<file path="config.mk">
export PLATFORM = sky130hd
export DESIGN_NAME = m_float2fix_pipe_flat
export DESIGN_NICKNAME = d
export VERILOG_FILES = /design/src/rtl/m_float2fix_pipe_if.sv /design/src/rtl/m_float2fix_pipe.sv /design/src/flat_wrapper.sv
export SDC_FILE = /design/constraint.sdc
export NUM_CORES = 2
export LEC_CHECK = 0
export CORE_MARGIN = 2
export CORE_UTILIZATION = 41
export CTS_BUF_LIST = sky130_fd_sc_hd__clkbuf_16
export CTS_CLUSTER_DIAMETER = 100
export DETAILED_ROUTE_END_ITERATION = 10
export PLACE_DENSITY = 0.56
export SLEW_MARGIN = 20
export SYNTH_ARGS = -nofsm -noshare
export SYNTH_HDL_FRONTEND = slang
export SYNTH_SLANG_ARGS = --single-unit
</file>
<file path="constraint.sdc">
create_clock -name clk -period 10.7 [get_ports clk]
set_input_delay 2.14 -clock clk [delete_from_list [all_inputs] [get_ports clk]]
set_output_delay 2.14 -clock clk [all_outputs]
set_load 0.005 [all_outputs]
</file>
<file path="src/rtl/m_float2fix_pipe_if.sv">
// Stream bundle for the float-to-fixed converter: float beats in, fixed-point beats out.
// The converter takes the slave view; the producer/consumer pair takes the master view.
interface m_float2fix_pipe_if #(
    parameter int LANES = 8,
    parameter int OUT_W = 32
);
    logic                     src_valid;
    logic                     src_ready;
    logic [LANES*32-1:0]      src_data;
    logic                     round_mode;
    logic                     dst_valid;
    logic                     dst_ready;
    logic [LANES*OUT_W-1:0]   dst_data;
    logic [LANES-1:0]         dst_sat;

    modport master (
        output src_valid, src_data, round_mode, dst_ready,
        input  src_ready, dst_valid, dst_data, dst_sat
    );

    modport slave (
        input  src_valid, src_data, round_mode, dst_ready,
        output src_ready, dst_valid, dst_data, dst_sat
    );
endinterface

</file>
<file path="src/rtl/m_float2fix_pipe.sv">
// Two-stage, LANES-wide float32 to signed Q(OUT_W-FRAC_W).FRAC_W converter with
// per-beat rounding mode, per-lane saturation flags and a sticky saturation counter.
module m_float2fix_pipe #(
    parameter int LANES  = 8,
    parameter int OUT_W  = 32,
    parameter int FRAC_W = 16
) (
    input  logic                clk,
    input  logic                rstn,
    m_float2fix_pipe_if.slave   bus,
    output logic [15:0]         sat_cnt
);
    localparam logic [OUT_W-1:0] MAX_V  = {1'b0, {(OUT_W-1){1'b1}}};
    localparam logic [OUT_W-1:0] MIN_V  = {1'b1, {(OUT_W-1){1'b0}}};
    localparam logic [OUT_W:0]   HALF_V = {2'b01, {(OUT_W-1){1'b0}}};

    // ovf marks a magnitude already too large for either sign before rounding
    typedef struct packed {
        logic             sign;
        logic             nan;
        logic             ovf;
        logic             guard;
        logic [OUT_W-1:0] mag;
    } lane_t;

    function automatic lane_t unpack_align(input logic [31:0] f);
        lane_t              l;
        logic [7:0]         e;
        logic [23:0]        mm;
        logic signed [10:0] sh;
        logic [10:0]        rs;
        logic [24:0]        ext;
        logic [63:0]        wide;
        logic               big;
        e    = f[30:23];
        mm   = {1'b1, f[22:0]};
        sh   = $signed({3'b000, e}) + $signed(11'(FRAC_W)) - 11'sd150;
        rs   = 11'(-sh);
        ext  = 25'd0;
        wide = 64'd0;
        big  = 1'b0;
        if (sh[10]) begin
            if (rs <= 11'd25) begin
                ext = {mm, 1'b0} >> rs[4:0];
            end else begin
                ext = 25'd0;
            end
            wide = 64'(ext[24:1]);
        end else begin
            if (sh > 11'sd39) begin
                big = 1'b1;
            end else begin
                wide = 64'(mm) << sh[5:0];
            end
        end
        l.sign  = f[31];
        l.nan   = 1'b0;
        l.guard = sh[10] & ext[0];
        l.ovf   = big | (|wide[63:OUT_W]);
        l.mag   = wide[OUT_W-1:0];
        if (e == 8'd0) begin
            l.ovf   = 1'b0;
            l.guard = 1'b0;
            l.mag   = {OUT_W{1'b0}};
        end else if (e == 8'hFF) begin
            l.guard = 1'b0;
            l.mag   = {OUT_W{1'b0}};
            l.nan   = |f[22:0];
            l.ovf   = ~(|f[22:0]);
        end else begin
            l.nan   = 1'b0;
        end
        return l;
    endfunction

    // Returns {sat, result}; the rounding carry is kept in the extra bit so it can saturate
    function automatic logic [OUT_W:0] round_sat(input lane_t l, input logic mode);
        logic [OUT_W:0]   rnd;
        logic [OUT_W-1:0] d;
        logic             s;
        rnd = {1'b0, l.mag} + (OUT_W+1)'(mode & l.guard);
        if (l.nan) begin
            d = {OUT_W{1'b0}};
            s = 1'b1;
        end else if (!l.sign) begin
            if (l.ovf || (rnd > {1'b0, MAX_V})) begin
                d = MAX_V;
                s = 1'b1;
            end else begin
                d = rnd[OUT_W-1:0];
                s = 1'b0;
            end
        end else begin
            if (l.ovf || (rnd > HALF_V)) begin
                d = MIN_V;
                s = 1'b1;
            end else begin
                d = OUT_W'(~rnd[OUT_W-1:0] + {{(OUT_W-1){1'b0}}, 1'b1});
                s = 1'b0;
            end
        end
        return {s, d};
    endfunction

    lane_t                   s1_lane_r [LANES];
    lane_t                   s1_next_s [LANES];
    logic                    s1_valid_r;
    logic                    s1_mode_r;
    logic                    s2_valid_r;
    logic [LANES*OUT_W-1:0]  dst_data_r;
    logic [LANES-1:0]        dst_sat_r;
    logic [LANES*OUT_W-1:0]  s2_data_s;
    logic [LANES-1:0]        s2_sat_s;
    logic [15:0]             sat_cnt_r;
    logic                    s1_en_s;
    logic                    s2_en_s;

    assign s2_en_s       = !s2_valid_r || bus.dst_ready;
    assign s1_en_s       = !s1_valid_r || s2_en_s;
    assign bus.src_ready = s1_en_s;
    assign bus.dst_valid = s2_valid_r;
    assign bus.dst_data  = dst_data_r;
    assign bus.dst_sat   = dst_sat_r;
    assign sat_cnt       = sat_cnt_r;

    // S1 combinational unpack and alignment of every incoming lane
    always_comb begin
        for (int i = 0; i < LANES; i++) begin
            s1_next_s[i] = unpack_align(bus.src_data[32*i +: 32]);
        end
    end

    // S2 combinational rounding, sign application and saturation
    always_comb begin
        s2_data_s = {(LANES*OUT_W){1'b0}};
        s2_sat_s  = {LANES{1'b0}};
        for (int i = 0; i < LANES; i++) begin
            {s2_sat_s[i], s2_data_s[OUT_W*i +: OUT_W]} = round_sat(s1_lane_r[i], s1_mode_r);
        end
    end

    // S1 register: aligned lanes plus the beat's rounding mode
    always_ff @(posedge clk or negedge rstn) begin
        if (!rstn) begin
            s1_valid_r <= 1'b0;
            s1_mode_r  <= 1'b0;
            for (int i = 0; i < LANES; i++) begin
                s1_lane_r[i] <= '0;
            end
        end else if (s1_en_s) begin
            s1_valid_r <= bus.src_valid;
            s1_mode_r  <= bus.round_mode;
            for (int i = 0; i < LANES; i++) begin
                s1_lane_r[i] <= s1_next_s[i];
            end
        end
    end

    // S2 register: output beat, held while the consumer stalls
    always_ff @(posedge clk or negedge rstn) begin
        if (!rstn) begin
            s2_valid_r <= 1'b0;
            dst_data_r <= {(LANES*OUT_W){1'b0}};
            dst_sat_r  <= {LANES{1'b0}};
        end else if (s2_en_s) begin
            s2_valid_r <= s1_valid_r;
            if (s1_valid_r) begin
                dst_data_r <= s2_data_s;
                dst_sat_r  <= s2_sat_s;
            end
        end
    end

    // Saturation event counter: one per accepted output beat, sticks at all-ones
    always_ff @(posedge clk or negedge rstn) begin
        if (!rstn) begin
            sat_cnt_r <= 16'd0;
        end else if (s2_valid_r && bus.dst_ready && (|dst_sat_r) && (sat_cnt_r != 16'hFFFF)) begin
            sat_cnt_r <= sat_cnt_r + 16'd1;
        end
    end
endmodule
</file>
<file path="src/flat_wrapper.sv">
// flat-port wrapper written by rule: the top's interface ports become plain ports
module m_float2fix_pipe_flat 
#(
    parameter int LANES  = 8,
    parameter int OUT_W  = 32,
    parameter int FRAC_W = 16
)
  (clk, rstn, sat_cnt, bus_src_valid, bus_src_data, bus_round_mode, bus_dst_ready, bus_src_ready, bus_dst_valid, bus_dst_data, bus_dst_sat);
  m_float2fix_pipe_if #(.LANES(LANES), .OUT_W(OUT_W)) bus_i ();
  input  logic clk;
  input  logic rstn;
  output logic [15:0] sat_cnt;
  input wire logic [$bits(bus_i.src_valid)-1:0] bus_src_valid;
  input wire logic [$bits(bus_i.src_data)-1:0] bus_src_data;
  input wire logic [$bits(bus_i.round_mode)-1:0] bus_round_mode;
  input wire logic [$bits(bus_i.dst_ready)-1:0] bus_dst_ready;
  output wire logic [$bits(bus_i.src_ready)-1:0] bus_src_ready;
  output wire logic [$bits(bus_i.dst_valid)-1:0] bus_dst_valid;
  output wire logic [$bits(bus_i.dst_data)-1:0] bus_dst_data;
  output wire logic [$bits(bus_i.dst_sat)-1:0] bus_dst_sat;
  assign bus_i.src_valid = bus_src_valid;
  assign bus_i.src_data = bus_src_data;
  assign bus_i.round_mode = bus_round_mode;
  assign bus_i.dst_ready = bus_dst_ready;
  assign bus_src_ready = bus_i.src_ready;
  assign bus_dst_valid = bus_i.dst_valid;
  assign bus_dst_data = bus_i.dst_data;
  assign bus_dst_sat = bus_i.dst_sat;
  m_float2fix_pipe #(.LANES(LANES), .OUT_W(OUT_W), .FRAC_W(FRAC_W)) u_core (.clk(clk), .rstn(rstn), .bus(bus_i), .sat_cnt(sat_cnt));
endmodule
</file>
==> results.md <==
* Status: finished, final reports clean
* Clock Latency Late Sink at about 0.69 ns
* Critical path's largest stage delay at just over 0.7 ns
* Die width at ~410 um
* Total number of vias at between 70,000 and 80,000
* Data required time at the worst endpoint at 11.30 ns
* DR DRC count at 0
* Root buf cell: clkbuf_16
* Maximum clock insertion buffer count at 3
* # nets final at around 9,000
* Max cap viols at 0
* Setup crit start: bus_src_data[119]
* Unrepaired setup endpoints after global routing: no
* Global Route met1 Usage at 0.438
* Worst setup EP type: flop
* Initial DRT Pass Iterations at 8
* Vias in the first global route at about 66,000
* Num CTS Buffers at 74
* Post-synthesis simple-gate area fraction at 0.240
* Post-synthesis mux area share at 0.166
* Worst Skew at between 0.03 and 0.04 ns
* HPWL after detailed placement at 209,000 um
* H-tree depth at 3
* Crit path depth at 14
* Bufs and invs on worst path at 4
* Synth Cell Area at just under 0.07 mm^2
* Clk pwr share at 0.215
* Met2 usage at 0.486
* Core footprint at between 0.15 and 0.2 mm^2
* CP Launch Type: primary input
* Worst-Margin Slew at between 1 and 1.5 ns
* CTS clk-pin slew, worst paths at 0.06 ns
* Fin crit share at 0.586
* Filler cells at 16,500
* Final WL at ~280,000 um
* Main synth FF type: dfrtp_1
* Ys Warns at 0
* Setup_tns at 0 ns
* Crit-path cells: buf_2, buf_4, clkinv_1, ha_1, ha_1, inv_1, o21ai_0, a31oi_1, o21ai_0, o21ai_0, o21ai_0, nor3_1, a21oi_1, o21ai_0
* Critical Path Fanout Max at approximately 70
* Worst Setup EP: u_core.s1_lane_r[167]$_DFFE_PN0P_
* Core Rows at approximately 150
* Pin count of the biggest net entering global routing at between 150 and 200
* Fin. Hold Viols at 0
* Post-Synth XOR/XNOR Area at 0.0695
* Die extent in y at approximately 410 um
* Multi-input logic area at 0.0507 mm^2
* I/O pin cnt at between 500 and 600
* Hold-fix buffers, CTS at 0
* Syn Area/Cell at between 7 and 8 um^2
* Finished Core Util at 0.466
* Combinational group share of total power at 0.493
* Register bit count reported by yosys at ~570
* Setup repair bufs after CTS at 0
* Worst slew margin at 0.165
* RD Place Congestion at between 0.9 and 1
* Via-per-instance ratio at between 6 and 7
* Worst r2r path cells at 14
* Most common cell after layout, fill and taps aside: nand2_1
* Detail-routed net length per standard cell at ~25 um
* Cell seen most often among critical-path stages: o21ai_0
* Leakage at approximately 29 nW
* Min cycle time layout at between 6 and 7 ns
* Sw Ratio at 0.440
* Final Max Tran Viols at 0
* Initial Utilization at 0.413
* Clock sinks at approximately 570
* Synth Area in Compound Gates at 0.239
* Post-synthesis net count at 8,973
* Area grow syn2layout at 12.8%
* Internal reg-to-reg setup slack at between 4 and 5 ns
* Crit path max-delay family: buffers and inverters
* Fraction of registers with async set/reset at 1.00
* VDD IR max at 130 uV
* Final setup fails at 0
* Post-Synthesis Cells at 8,591
* Gr busiest metal: met2
* Share of power burned in registers at 0.292
* Drt initial violations at slightly below 8,000
* Worst reg2reg endpoint: u_core.bus.dst_data[7]$_DFFE_PN0P_
* Global Route Usage Sum at 0.311
* Commonest non-fill, non-tap cells in the layout: nand2_1, dfrtp_1, o21ai_0
* Switching power at roughly 5.0 mW
* Share of layout cells above drive strength 1 at 0.0960
* Netlist cell types at roughly 120
* Die ar. at approximately 0.17 mm^2
* Initial antenna violation count at 6
* Setup CP Type: in -> reg
* CP arrival at 6.88 ns
* First-pass GRT wire length at 417,000 um
* Slowest CP cell: nor3_1
* Main combinational cell family by area after synthesis: simple AND/OR/NAND/NOR gates
* CTS tree: built
* FMAX at roughly 160 MHz
* Antenna-violating nets left at 0
* Post-Synth Adder-Cell Area at 0.0221
* Internal power at between 6 and 7 mW
* Sequential share of the synthesized area at 0.209
* FF-to-FF Start: u_core.s1_mode_r$_DFFE_PN0P_
* PD cells at about 150 mW/mm^2
* GR met3 Demand/Resource at 0.0516
* Min-Delay Path Class: reg -> reg
* EDFF count, synth at 0
* PostCTS Resize Cnt at 0
* GRT overflow at 0
* Buffers on Ports at between 500 and 600
* Register area at 0.0143 mm^2
## per-stage QoR
step           total power [mW]  hold slack [ns]  instances  worst slack (ns)  instance area (um^2)
2_1_floorplan              6.39            0.436       8591              4.60                 68400
3_3_place_gp               8.80            0.456      10700              3.87                 74700
3_5_place_dp               8.81            0.462      10700              3.77                 74700
4_1_cts                    11.3            0.476      10800              4.52                 77000
5_1_grt                    12.0            0.502      10800              3.85                 77100
6_report                   11.3            0.473      10800              4.43                 77100
## logic make-up after synthesis
group / count (synthesis)
mux: 759
fa+ha+maj: 121
xor+xnor: 539
simple gates: 3262
buf+inv: 926
compound gates: 2413
flops: 571
## how the worst min path moves through the flow
stage / end / from / cells past startpoint
floorplan: u_core.s1_lane_r[104]$_DFFE_PN0P_ / u_core.s1_lane_r[104]$_DFFE_PN0P_ / 2
global placement: u_core.s1_lane_r[212]$_DFFE_PN0P_ / u_core.s1_lane_r[212]$_DFFE_PN0P_ / 1
detailed placement: u_core.bus.dst_data[75]$_DFFE_PN0P_ / u_core.bus.dst_data[75]$_DFFE_PN0P_ / 2
CTS: u_core.bus.dst_data[75]$_DFFE_PN0P_ / u_core.bus.dst_data[75]$_DFFE_PN0P_ / 2
global route: u_core.bus.dst_data[73]$_DFFE_PN0P_ / u_core.bus.dst_data[73]$_DFFE_PN0P_ / 2
finish: u_core.bus.dst_data[73]$_DFFE_PN0P_ / u_core.bus.dst_data[73]$_DFFE_PN0P_ / 2
## state kept, by name (all words and copies together), names as in the netlist
register	count
u_core.s1_lane_r	288
u_core.bus.dst_data	256
u_core.sat_cnt	16
u_core.bus.dst_sat	8
u_core.bus.dst_valid	1
u_core.s1_mode_r	1
u_core.s1_valid_r	1
## final cells by class
cell class                 instances  share of cell area
multi-input combinational       7094               0.658
sequential                       571               0.185
timing repair buffer             670              0.0828
tap                             2189              0.0355
clock buffer                      74              0.0240
inverter                         173             0.00844
clock inverter                    56             0.00591
antenna                            7            0.000227
## worst min-delay path, delay by kind of cell, from the launching register on
kind | cells | cell delay [ns]
flops | 1 | 0.34
simple gates | 2 | 0.10
## synthesized netlist by cell type (21+ instances only)
cell / number / area share
inv_1: 159 / 0.0087
buf_2: 124 / 0.0091
or2_2: 27 / 0.0025
nand2_1: 1073 / 0.059
a21oi_1: 481 / 0.035
a32o_1: 54 / 0.0079
mux2i_1: 347 / 0.051
and3_1: 118 / 0.011
nand3b_1: 26 / 0.0029
a211oi_1: 110 / 0.012
o31a_1: 29 / 0.0037
or3_1: 74 / 0.0068
o211ai_1: 87 / 0.0096
clkbuf_1: 533 / 0.029
nand4b_1: 21 / 0.0027
mux2_2: 124 / 0.020
nor2_1: 523 / 0.029
a31oi_1: 124 / 0.011
nor4_1: 184 / 0.017
mux4_2: 288 / 0.095
o31ai_1: 73 / 0.0080
a21o_1: 62 / 0.0068
xnor2_1: 350 / 0.045
and2_1: 101 / 0.0092
ha_1: 121 / 0.022
nor3b_1: 42 / 0.0046
nand3_1: 304 / 0.022
nor4b_1: 29 / 0.0037
a22o_1: 225 / 0.029
o311ai_0: 72 / 0.0092
and4_1: 41 / 0.0053
dfrtp_1: 571 / 0.21
nand2b_1: 41 / 0.0038
nor2b_1: 69 / 0.0063
nand4_1: 168 / 0.015
xor2_1: 186 / 0.024
a22oi_1: 123 / 0.014
buf_1: 78 / 0.0043
o221ai_1: 38 / 0.0049
o21a_1: 41 / 0.0045
nor3_1: 294 / 0.022
o22ai_1: 55 / 0.0050
or4_1: 38 / 0.0042
o21ai_0: 548 / 0.040
## metal layers
layer | wire (um) | share of wire
met5 | 38 | 0.00014
met3 | 22100 | 0.080
met4 | 9090 | 0.033
met2 | 124000 | 0.45
met1 | 120000 | 0.44
## power by group through the flow
stage | Combinational (mW) | Sequential [mW] | Clock [mW]
2_1_floorplan | 3.44 | 2.95 | 0
3_3_place_gp | 5.48 | 3.32 | 0
3_5_place_dp | 5.48 | 3.32 | 0
4_1_cts | 5.52 | 3.29 | 2.49
5_1_grt | 6.03 | 3.36 | 2.58
6_report | 5.59 | 3.32 | 2.43
No activity file was read; power rests on OpenSTA's default activity.
